### config.mk
export PLATFORM = sky130hd
export DESIGN_NAME = instr_sequencer
export DESIGN_NICKNAME = d
export VERILOG_FILES = /design/src/rtl/instr_sequencer.sv
export SDC_FILE = /design/constraint.sdc
export NUM_CORES = 1
export LEC_CHECK = 0
export BUFFER_PORTS_ARGS = -buffer_cell sky130_fd_sc_hd__buf_2
export CAP_MARGIN = 15
export CELL_PAD_IN_SITES_DETAIL_PLACEMENT = 2
export CELL_PAD_IN_SITES_GLOBAL_PLACEMENT = 2
export CORE_ASPECT_RATIO = 1.2
export CORE_MARGIN = 5
export CORE_UTILIZATION = 35
export CTS_CLUSTER_DIAMETER = 30
export DETAILED_ROUTE_END_ITERATION = 16
export PLACE_DENSITY = 0.79
export RECOVER_POWER = 50
export REMOVE_ABC_BUFFERS = 1
export SLEW_MARGIN = 30
export SYNTH_ARGS = -nofsm -noshare
export SYNTH_HDL_FRONTEND = slang
export SYNTH_SLANG_ARGS = --single-unit
export TNS_END_PERCENT = 5
### constraint.sdc
create_clock -name clk -period 2.35 [get_ports clk]
set_clock_uncertainty 0.05 [all_clocks]
set_input_delay 0.705 -clock clk [delete_from_list [all_inputs] [get_ports clk]]
set_output_delay 0.705 -clock clk [all_outputs]
set_load 0.1 [all_outputs]
### src/rtl/instr_sequencer.sv
// instr_sequencer: instruction FIFO, instruction register and time-step counter
// that feed the datapath controller; reports retirement, stalls and step overflow.
module instr_sequencer #(
  parameter int DEPTH = 4,
  parameter int CNTW  = 8
) (
  input  logic            clk,
  input  logic            rst,
  input  logic [9:0]      in_instr,
  input  logic            in_valid,
  output logic            in_ready,
  input  logic            IRin,
  input  logic            Clr,
  output logic [9:0]      INSTR,
  output logic [1:0]      T,
  output logic            stall,
  output logic            done,
  output logic [CNTW-1:0] retired,
  output logic            t_overflow
);

  localparam int              PTRW     = (DEPTH > 1) ? $clog2(DEPTH) : 1;
  localparam logic [PTRW:0]   FULL_CNT = (PTRW+1)'(DEPTH);
  localparam logic [PTRW:0]   CNT_ONE  = (PTRW+1)'(1);
  localparam logic [PTRW:0]   CNT_ZERO = (PTRW+1)'(0);
  localparam logic [PTRW-1:0] PTR_ONE  = PTRW'(1);
  localparam logic [PTRW-1:0] PTR_ZERO = PTRW'(0);
  localparam logic [CNTW-1:0] RET_ONE  = CNTW'(1);
  localparam logic [CNTW-1:0] RET_ZERO = CNTW'(0);

  typedef enum logic [1:0] {
    STEP0 = 2'd0,
    STEP1 = 2'd1,
    STEP2 = 2'd2,
    STEP3 = 2'd3
  } step_t;

  logic [9:0]      r_mem [DEPTH];
  logic [PTRW-1:0] r_wptr;
  logic [PTRW-1:0] r_rptr;
  logic [PTRW:0]   r_count;
  step_t           r_step;
  step_t           w_step_nxt;
  logic [9:0]      r_instr;
  logic            r_done;
  logic [CNTW-1:0] r_retired;
  logic            r_tovf;
  logic            w_empty;
  logic            w_push;
  logic            w_load;
  logic            w_retire;
  logic            w_ovf;

  // A pop never frees space for a same-cycle push: ready looks at registered count only.
  assign w_empty  = (r_count == CNT_ZERO);
  assign in_ready = !rst && (r_count < FULL_CNT);
  assign w_push   = in_valid && in_ready;
  assign stall    = (r_step == STEP0) && IRin && w_empty;

  // Step state register.
  always_ff @(posedge clk) begin
    if (rst) begin
      r_step <= STEP0;
    end else begin
      r_step <= w_step_nxt;
    end
  end

  // Next step, load and retirement decisions.
  always_comb begin
    w_step_nxt = r_step;
    w_load     = 1'b0;
    w_retire   = 1'b0;
    w_ovf      = 1'b0;
    case (r_step)
      STEP0: begin
        if (IRin && !w_empty) begin
          w_load     = 1'b1;
          w_step_nxt = STEP1;
        end else begin
          w_step_nxt = STEP0;
        end
      end
      STEP1: begin
        if (Clr) begin
          w_retire   = 1'b1;
          w_step_nxt = STEP0;
        end else begin
          w_step_nxt = STEP2;
        end
      end
      STEP2: begin
        if (Clr) begin
          w_retire   = 1'b1;
          w_step_nxt = STEP0;
        end else begin
          w_step_nxt = STEP3;
        end
      end
      STEP3: begin
        w_retire   = 1'b1;
        w_step_nxt = STEP0;
        if (Clr) begin
          w_ovf = 1'b0;
        end else begin
          w_ovf = 1'b1;
        end
      end
      default: begin
        w_step_nxt = STEP0;
      end
    endcase
  end

  // FIFO pointers and occupancy.
  always_ff @(posedge clk) begin
    if (rst) begin
      r_wptr  <= PTR_ZERO;
      r_rptr  <= PTR_ZERO;
      r_count <= CNT_ZERO;
    end else begin
      if (w_push) r_wptr <= r_wptr + PTR_ONE;
      if (w_load) r_rptr <= r_rptr + PTR_ONE;
      case ({w_push, w_load})
        2'b10:   r_count <= r_count + CNT_ONE;
        2'b01:   r_count <= r_count - CNT_ONE;
        default: r_count <= r_count;
      endcase
    end
  end

  // FIFO storage; contents are don't-care until written.
  always_ff @(posedge clk) begin
    if (w_push) r_mem[r_wptr] <= in_instr;
  end

  // Instruction register and retirement status.
  always_ff @(posedge clk) begin
    if (rst) begin
      r_instr   <= 10'd0;
      r_done    <= 1'b0;
      r_retired <= RET_ZERO;
      r_tovf    <= 1'b0;
    end else begin
      if (w_load) r_instr <= r_mem[r_rptr];
      r_done <= w_retire;
      if (w_retire) r_retired <= r_retired + RET_ONE;
      if (w_ovf) r_tovf <= 1'b1;
    end
  end

  assign INSTR      = r_instr;
  assign T          = r_step;
  assign done       = r_done;
  assign retired    = r_retired;
  assign t_overflow = r_tovf;

endmodule

==> key figures, run 1 <==
Clocking
  – Clk root buf: clkbuf_8
  – H-tree levels: 3
  – Longest Clk Path Bufs: 2
  – CTS Sinks: 69
  – Hold-fix buffers, CTS: 0
  – Post-CTS Setup Bufs: 0
  – Clk slew on worst S/H paths: 0.08 ns
  – TritonCTS clock tree: done
  – Num CTS Buffers: 9
  – Clock Latency Late Sink: 0.34 ns

Worst setup path
  – WS Path Type: register to output port
  – Crit Path Max Fanout: 4
  – Worst Path Arrival: 1.52 ns
  – CP cell instances: inv_2 > ha_4 > nand2_1 > nor4_1 > buf_4 > buf_12
  – R2R cell count: 10
  – CP Launch Type: register
  – Slowest cell on crit path: dfxtp_1
  – WP data required: 1.59 ns
  – Worst Setup End Kind: output port
  – Worst path max stage delay: 0.36 ns

Placement
  – Buffers on Ports: 38
  – Routability cong.: 0.662
  – Post-DP HPWL: 4540 um
  – Placed Instance Area: 3200 um2
  – Placed Cells: 347
  – Pre-CTS setup slack: -0.108 ns

Layout
  – Layout cells sized above 1: 0.243
  – # nets final: 290
  – Flip-flop and latch area: 1780 um2
  – Fill count: 828
  – Fin area: 3390 um2
  – Final non-filler cell total: 363
  – Multi-input gate area: 952 um2
  – Area Overhead vs Synth: 19.1%
  – N_diodes: 0

Floorplanning
  – Core area: 8020 um2
  – Die W: 92.3 um
  – Starting density of the core: 0.355
  – Die ar.: 10000 um2
  – Io pins: 39
  – Die Ht: 109 um
  – Core Rows: 36

STA
  – Setup WS post-layout: 0.0724 ns
  – Tmin final: 2.28 ns
  – Slew margin rel.: 0.415
  – Worst hold slack: 0.415 ns
  – Hold Fails Final Rpt: 0
  – Tcrit/Tclk final: 0.969
  – Worst Tran Pin Value: 0.877 ns
  – RSZ-0062 raised after global routing: false
  – Setup_tns: 0 ns
  – Fmax: 439 MHz
  – Final number of setup-violating endpoints: 0
  – Max-slew violation count: 0

Logic synthesis
  – Sequential fraction of the synthesis area: 0.627
  – Top cell type by total area after synthesis: edfxtp_1
  – Post-synth EDFFs: 40
  – Post-synthesis register bit count: 69
  – Cells after Synth: 214
  – Synth async-reset ratio: 0
  – Synth warn: 0
  – Netlist cell types: 33
  – Mapped cell area: 2840 um2
  – Synth top area share: 0.423
  – Synth area leaders: edfxtp_1 (42%), dfxtp_1 (20%), mux4_2 (7.1%)
  – Syn avg cell area: 13.3 um2
  – Ys flop type: edfxtp_1
  – Cell with the most instances after synthesis: edfxtp_1
  – Commonest cells in the synthesized netlist: edfxtp_1 (40), dfxtp_1 (29), nand2_1 (26), a21oi_1 (21), inv_1 (12)

Worst hold path
  – Hold Path Stages: 2
  – Worst min path class: register to register

Detailed routing
  – Mean number of vias per cell: 5.02
  – Average wire per standard cell: 17.7 um
  – DRC Markers: 0
  – Via count: 1823
  – Drt first pass iters: 4
  – Detail Route Antenna Nets: 0
  – Routed WL: 6430 um
  – DR iter-0 viols: 48

Global routing
  – Vias in the first global route: 2080
  – Initial antenna violation count: 0
  – GRT Util Overall: 0.137
  – Pin count of the biggest net entering global routing: 33
  – Global-route wire length before repair: 10500 um
  – Overflow after GRT: 0

Power and ir drop
  – Peak supply drop: 0.488 mV
  – Power Dens Cells: 1100 nW/um2
  – Leakage: 1.22 nW

Status
  – Outcome: finished clean

Job
  – MaxCap Viol Count: 0
-- stage by stage --
step	power (W)	utilization
after floorplan	0.00234	-
after global placement	0.00266	0.399
final	0.00371	0.422
after CTS	0.00378	0.427
after global routing	0.00391	0.422
after detailed placement	0.00271	0.399
-- cell type report --
type | instances | area share
clock buffers | 10 | 0.0377
clock inverters | 6 | 0.0259
inverters | 12 | 0.0133
multi-input cells | 122 | 0.281
flip-flops and latches | 69 | 0.526
well taps | 95 | 0.0351
repair buffers | 49 | 0.0806
-- sequential cells by signal, summed over array words and instances (netlist names) --
name	cells
done	1
r_count	3
T	2
r_wptr	2
r_rptr	2
INSTR	10
r_mem	40
t_overflow	1
retired	8
-- what timing repair did --
action	4_1_cts	5_1_grt
gates cloned	0	0
pin swaps	1	0
endpoints found under the setup margin	2	2
gates resized for setup	2	2
-- kinds of logic after synthesis --
| logic type | share of synthesized area |
|---|---|
| buffers and inverters | 0.0396 |
| AND/OR/NAND/NOR | 0.107 |
| multiplexers | 0.0924 |
| adder cells (fa/ha/maj) | 0.0555 |
| XOR/XNOR | 0.00924 |
| AO/OA/AOI/OAI | 0.0700 |
| flip-flops | 0.627 |
-- layer usage --
metal / wire length (um) / GRT usage / up-vias
met4: 89 / 0.0478 / 0
met1: 2670 / 0.148 / 916
met5: 0 / 0 / -
li1: - / - / 868
met2: 3500 / 0.269 / 30
met3: 178 / 0.0228 / 9
-- worst max-delay path, delay by kind of cell (launching register included) --
family                     cells  cell delay (ns)
adders and majority gates      1             0.16
buffers and inverters          3             0.43
DFF                            1             0.36
and+or+nand+nor                2             0.23
-- cell usage in the layout (no fill, tap or decap), types with 3 or more instances in the layout --
cell,Yosys,final
clkbuf_8,0,9
buf_4,1,6
nand3_1,3,3
a21oi_1,21,22
buf_2,6,26
nor4_1,5,5
o31ai_1,4,4
nand2_1,26,26
clkbuf_1,2,15
o21ai_0,4,4
dfxtp_1,29,29
or4_1,3,3
edfxtp_1,40,40
nor2b_1,3,3
ha_1,11,10
or3_1,3,3
nor2_1,11,11
inv_1,12,10
mux4_2,9,9
and2_1,4,4
-- final timing paths --
check | start | slack, ns | endpoint
min reg2reg | INSTR[7] | 0.41 | INSTR[7]
max | T[1] | 0.07 | stall
min | INSTR[7] | 0.41 | INSTR[7]
max reg2reg | T[1] | 0.14 | r_count[2]
-- where the power goes --
part / internal (W) / switching, W / total [W]
clock: 0.000600 / 0.000452 / 0.00105
sequential: 0.00139 / 0.0000907 / 0.00148
combinational: 0.000351 / 0.000823 / 0.00117
total: 0.00234 / 0.00137 / 0.00371
(Power assumes the default switching activity.)
==> run 2: changes to the inputs <==
--- a/config.mk
+++ b/config.mk
@@ -10,11 +10,11 @@
 export CELL_PAD_IN_SITES_DETAIL_PLACEMENT = 2
 export CELL_PAD_IN_SITES_GLOBAL_PLACEMENT = 2
 export CORE_ASPECT_RATIO = 1.2
-export CORE_MARGIN = 5
-export CORE_UTILIZATION = 35
+export CORE_MARGIN = 1.5
+export CORE_UTILIZATION = 30
 export CTS_CLUSTER_DIAMETER = 30
 export DETAILED_ROUTE_END_ITERATION = 16
-export PLACE_DENSITY = 0.79
+export PLACE_DENSITY = 0.7
 export RECOVER_POWER = 50
 export REMOVE_ABC_BUFFERS = 1
 export SLEW_MARGIN = 30
==> constraint.sdc (replaced) <==
create_clock -name clk -period 2.35 [get_ports clk]
set_clock_uncertainty 0.05 [all_clocks]
set_input_delay 0.705 -clock clk [delete_from_list [all_inputs] [get_ports clk]]
set_output_delay 0.705 -clock clk [all_outputs]
set_load 0.005 [all_outputs]
==> run 2 against run 1 <==
Die area is 0.39% higher. Core utilization is 4.9 points lower. Hold slack worse by 0.0023 ns. Count of clock-buffer cells in the layout stayed put. Critical endpoint is now r_count[2]. Final cell count is 6.9% higher. Worst setup slack better by 0.062 ns. Combinational power is 43% lower. Largest cell class unchanged. Sequential power hardly changed.
==> key figures, run 2 (synthesized netlist as in run 1, its figures left out) <==
Worst setup path
  – Worst Path Arrival: 2.44 ns (+0.92 ns)
  – CP cell instances: inv_1 > ha_2 > o311ai_4 > inv_1 > ha_1 > inv_1 > fa_1 > xor2_1 > or3_1 > a21oi_1
  – Crit Path Max Fanout: 4 (unchanged)
  – CP Launch Type: register
  – Cell mode on critical path: inv_1
  – R2R cell count: 10 (unchanged)
  – Slowest cell on crit path: fa_1
  – WP data required: 2.57 ns (+0.98 ns)
  – Worst r2r dst: r_count[2]
  – Worst Setup End Kind: register
  – Worst path max stage delay: 0.38 ns (+0.02 ns)
  – Reg2Reg Setup Slack: 0.13 ns (about the same)
  – WS Path Type: register to register
  – Reg2reg start: T[0]

Worst hold path
  – Hold Path End: INSTR[7]
  – Worst min path class: register to register
  – Hold Path Stages: 2 (unchanged)
  – Beginning of the worst hold path: INSTR[7]

Clocking
  – Num CTS Buffers: 9 (unchanged)
  – Post-CTS Setup Bufs: 0 (unchanged)
  – Clock Latency Late Sink: 0.34 ns (about the same)
  – Clk root buf: clkbuf_8
  – TritonCTS clock tree: done
  – H-tree levels: 3 (unchanged)
  – Longest Clk Path Bufs: 2 (unchanged)
  – CTS Sinks: 69 (unchanged)
  – Clk slew on worst S/H paths: 0.08 ns (about the same)
  – Post-CTS Resized: 0 (-2)
  – Hold-fix buffers, CTS: 0 (unchanged)

Detailed routing
  – Average wire per standard cell: 16.1 um (-9.3%)
  – Via count: 1811 (-0.66%)
  – Detail Route Antenna Nets: 0 (unchanged)
  – Routed WL: 6240 um (-3.0%)
  – Mean number of vias per cell: 4.67 (-7.1%)
  – DR iter-0 viols: 59 (+23%)
  – Drt first pass iters: 4 (unchanged)
  – DRC Markers: 0 (unchanged)

Placement
  – Pre-CTS setup slack: -0.0282 ns (+0.0793 ns)
  – Routability cong.: 0.690 (+4.3%)
  – Buffers on Ports: 38 (unchanged)
  – Post-DP HPWL: 4320 um (-4.8%)

Job
  – MaxCap Viol Count: 0 (unchanged)

Global routing
  – Overflow after GRT: 0 (unchanged)
  – GRT Util Overall: 0.137 (about the same)
  – Vias in the first global route: 1967 (-5.4%)
  – Global-route wire length before repair: 10200 um (-2.8%)
  – Pin count of the biggest net entering global routing: 33 (unchanged)
  – Initial antenna violation count: 0 (unchanged)

STA
  – Slew margin rel.: 0.594 (+0.179)
  – Fmax: 451 MHz (+2.8%)
  – RSZ-0062 raised after global routing: false
  – Tcrit/Tclk final: 0.943 (-0.0266)
  – Setup WS post-layout: 0.135 ns (+0.0624 ns)
  – Max-slew violation count: 0 (unchanged)
  – Tmin final: 2.22 ns (-0.0624 ns)
  – Hold Fails Final Rpt: 0 (unchanged)
  – Worst Tran Pin Value: 0.609 ns (-0.269 ns)
  – Final number of setup-violating endpoints: 0 (unchanged)
  – Worst hold slack: 0.412 ns (-0.00231 ns)

Layout
  – Fill count: 992 (+20%)
  – Layout cells sized above 1: 0.216 (-0.0261)
  – Largest register FFs: 40 (unchanged)
  – N_diodes: 0 (unchanged)
  – Most common cell after layout, fill and taps aside: edfxtp_1
  – Area Overhead vs Synth: 19.9%
  – Most frequent cells in the layout: edfxtp_1 (40), dfxtp_1 (29), nand2_1 (26), a21oi_1 (22), buf_2 (21)
  – Top reg by flops: r_mem
  – # nets final: 290 (unchanged)

Power and ir drop
  – Leakage: 1.20 nW (-2.0%)
  – Peak supply drop: 0.278 mV (-43%)
  – Power Dens Cells: 966 nW/um2 (-12%)

Status
  – Outcome: finished clean

Floorplanning
  – Starting density of the core: 0.311 (-0.0432)
  – Die Ht: 110 um (+0.84%)
  – Io pins: 39 (unchanged)
  – Core area: 9130 um2 (+14%)
  – Core Rows: 38 (+5.6%)
  – Die ar.: 10100 um2 (+0.39%)
  – Die W: 91.9 um (-0.44%)
[run 2: changes by cell type in the layout (fill, tap and decap cells not counted), moves of 2 or more]
cell and delta:
buf_2 -5, buf_4 +3, inv_2 -2, inv_1 +2, clkbuf_1 +5, clkinv_2 -2, buf_12 -2
[run 2: routing by layer]
layer,up-vias,GRT usage,part of all wire
met5,-,0,0
met4,0,0.0560,0.012
met3,6,0.0367,0.035
met2,34,0.246,0.52
met1,898,0.156,0.43
li1,873,-,-
[run 2: worst max path at each step]
| stage | from | end | slack (ns) | cells after the start |
|---|---|---|---|---|
| floorplan | IRin | r_count[2] | -0.06 | 8 |
| global placement | in_valid | r_count[2] | 0.03 | 9 |
| detailed placement | in_valid | r_count[2] | -0.03 | 9 |
| CTS | T[0] | r_count[2] | 0.1 | 10 |
| global route | T[0] | r_count[2] | 0.02 | 10 |
| finish | T[0] | r_count[2] | 0.13 | 10 |
[run 2: worst max-delay path: cells and delay by family, from the launching register on]
kind                     cells  cell delay, ns
XOR/XNOR                     1            0.16
AO/OA/AOI/OAI                2            0.24
AND/OR/NAND/NOR              1            0.31
buffers and inverters        3            0.26
adder cells (fa/ha/maj)      3            0.78
flip-flops                   1            0.34
[run 2: through the flow]
step	TNS [ns]	utilization	cell area, um2	power [W]	std cells
floorplan	-0.0610	-	2780	0.00192	203
global placement	0	0.350	3200	0.00217	372
detailed placement	-0.0282	0.350	3200	0.00221	372
CTS	0	0.377	3440	0.00337	388
global route	0	0.373	3410	0.00349	388
finish	0	0.373	3410	0.00329	388
[run 2: final cells by class]
cell class	count	area (um2)	area share
sequential	69	1780	0.523
multi-input combinational	122	947	0.278
timing repair buffer	49	244	0.0716
tap	120	150	0.0441
clock buffer	10	128	0.0375
clock inverter	6	111	0.0327
inverter	12	45.0	0.0132
[run 2: where the power goes]
group	internal, W	total, W	switching, W
clock	0.000706	0.00115	0.000443
sequential	0.00139	0.00148	0.0000881
combinational	0.000293	0.000662	0.000369
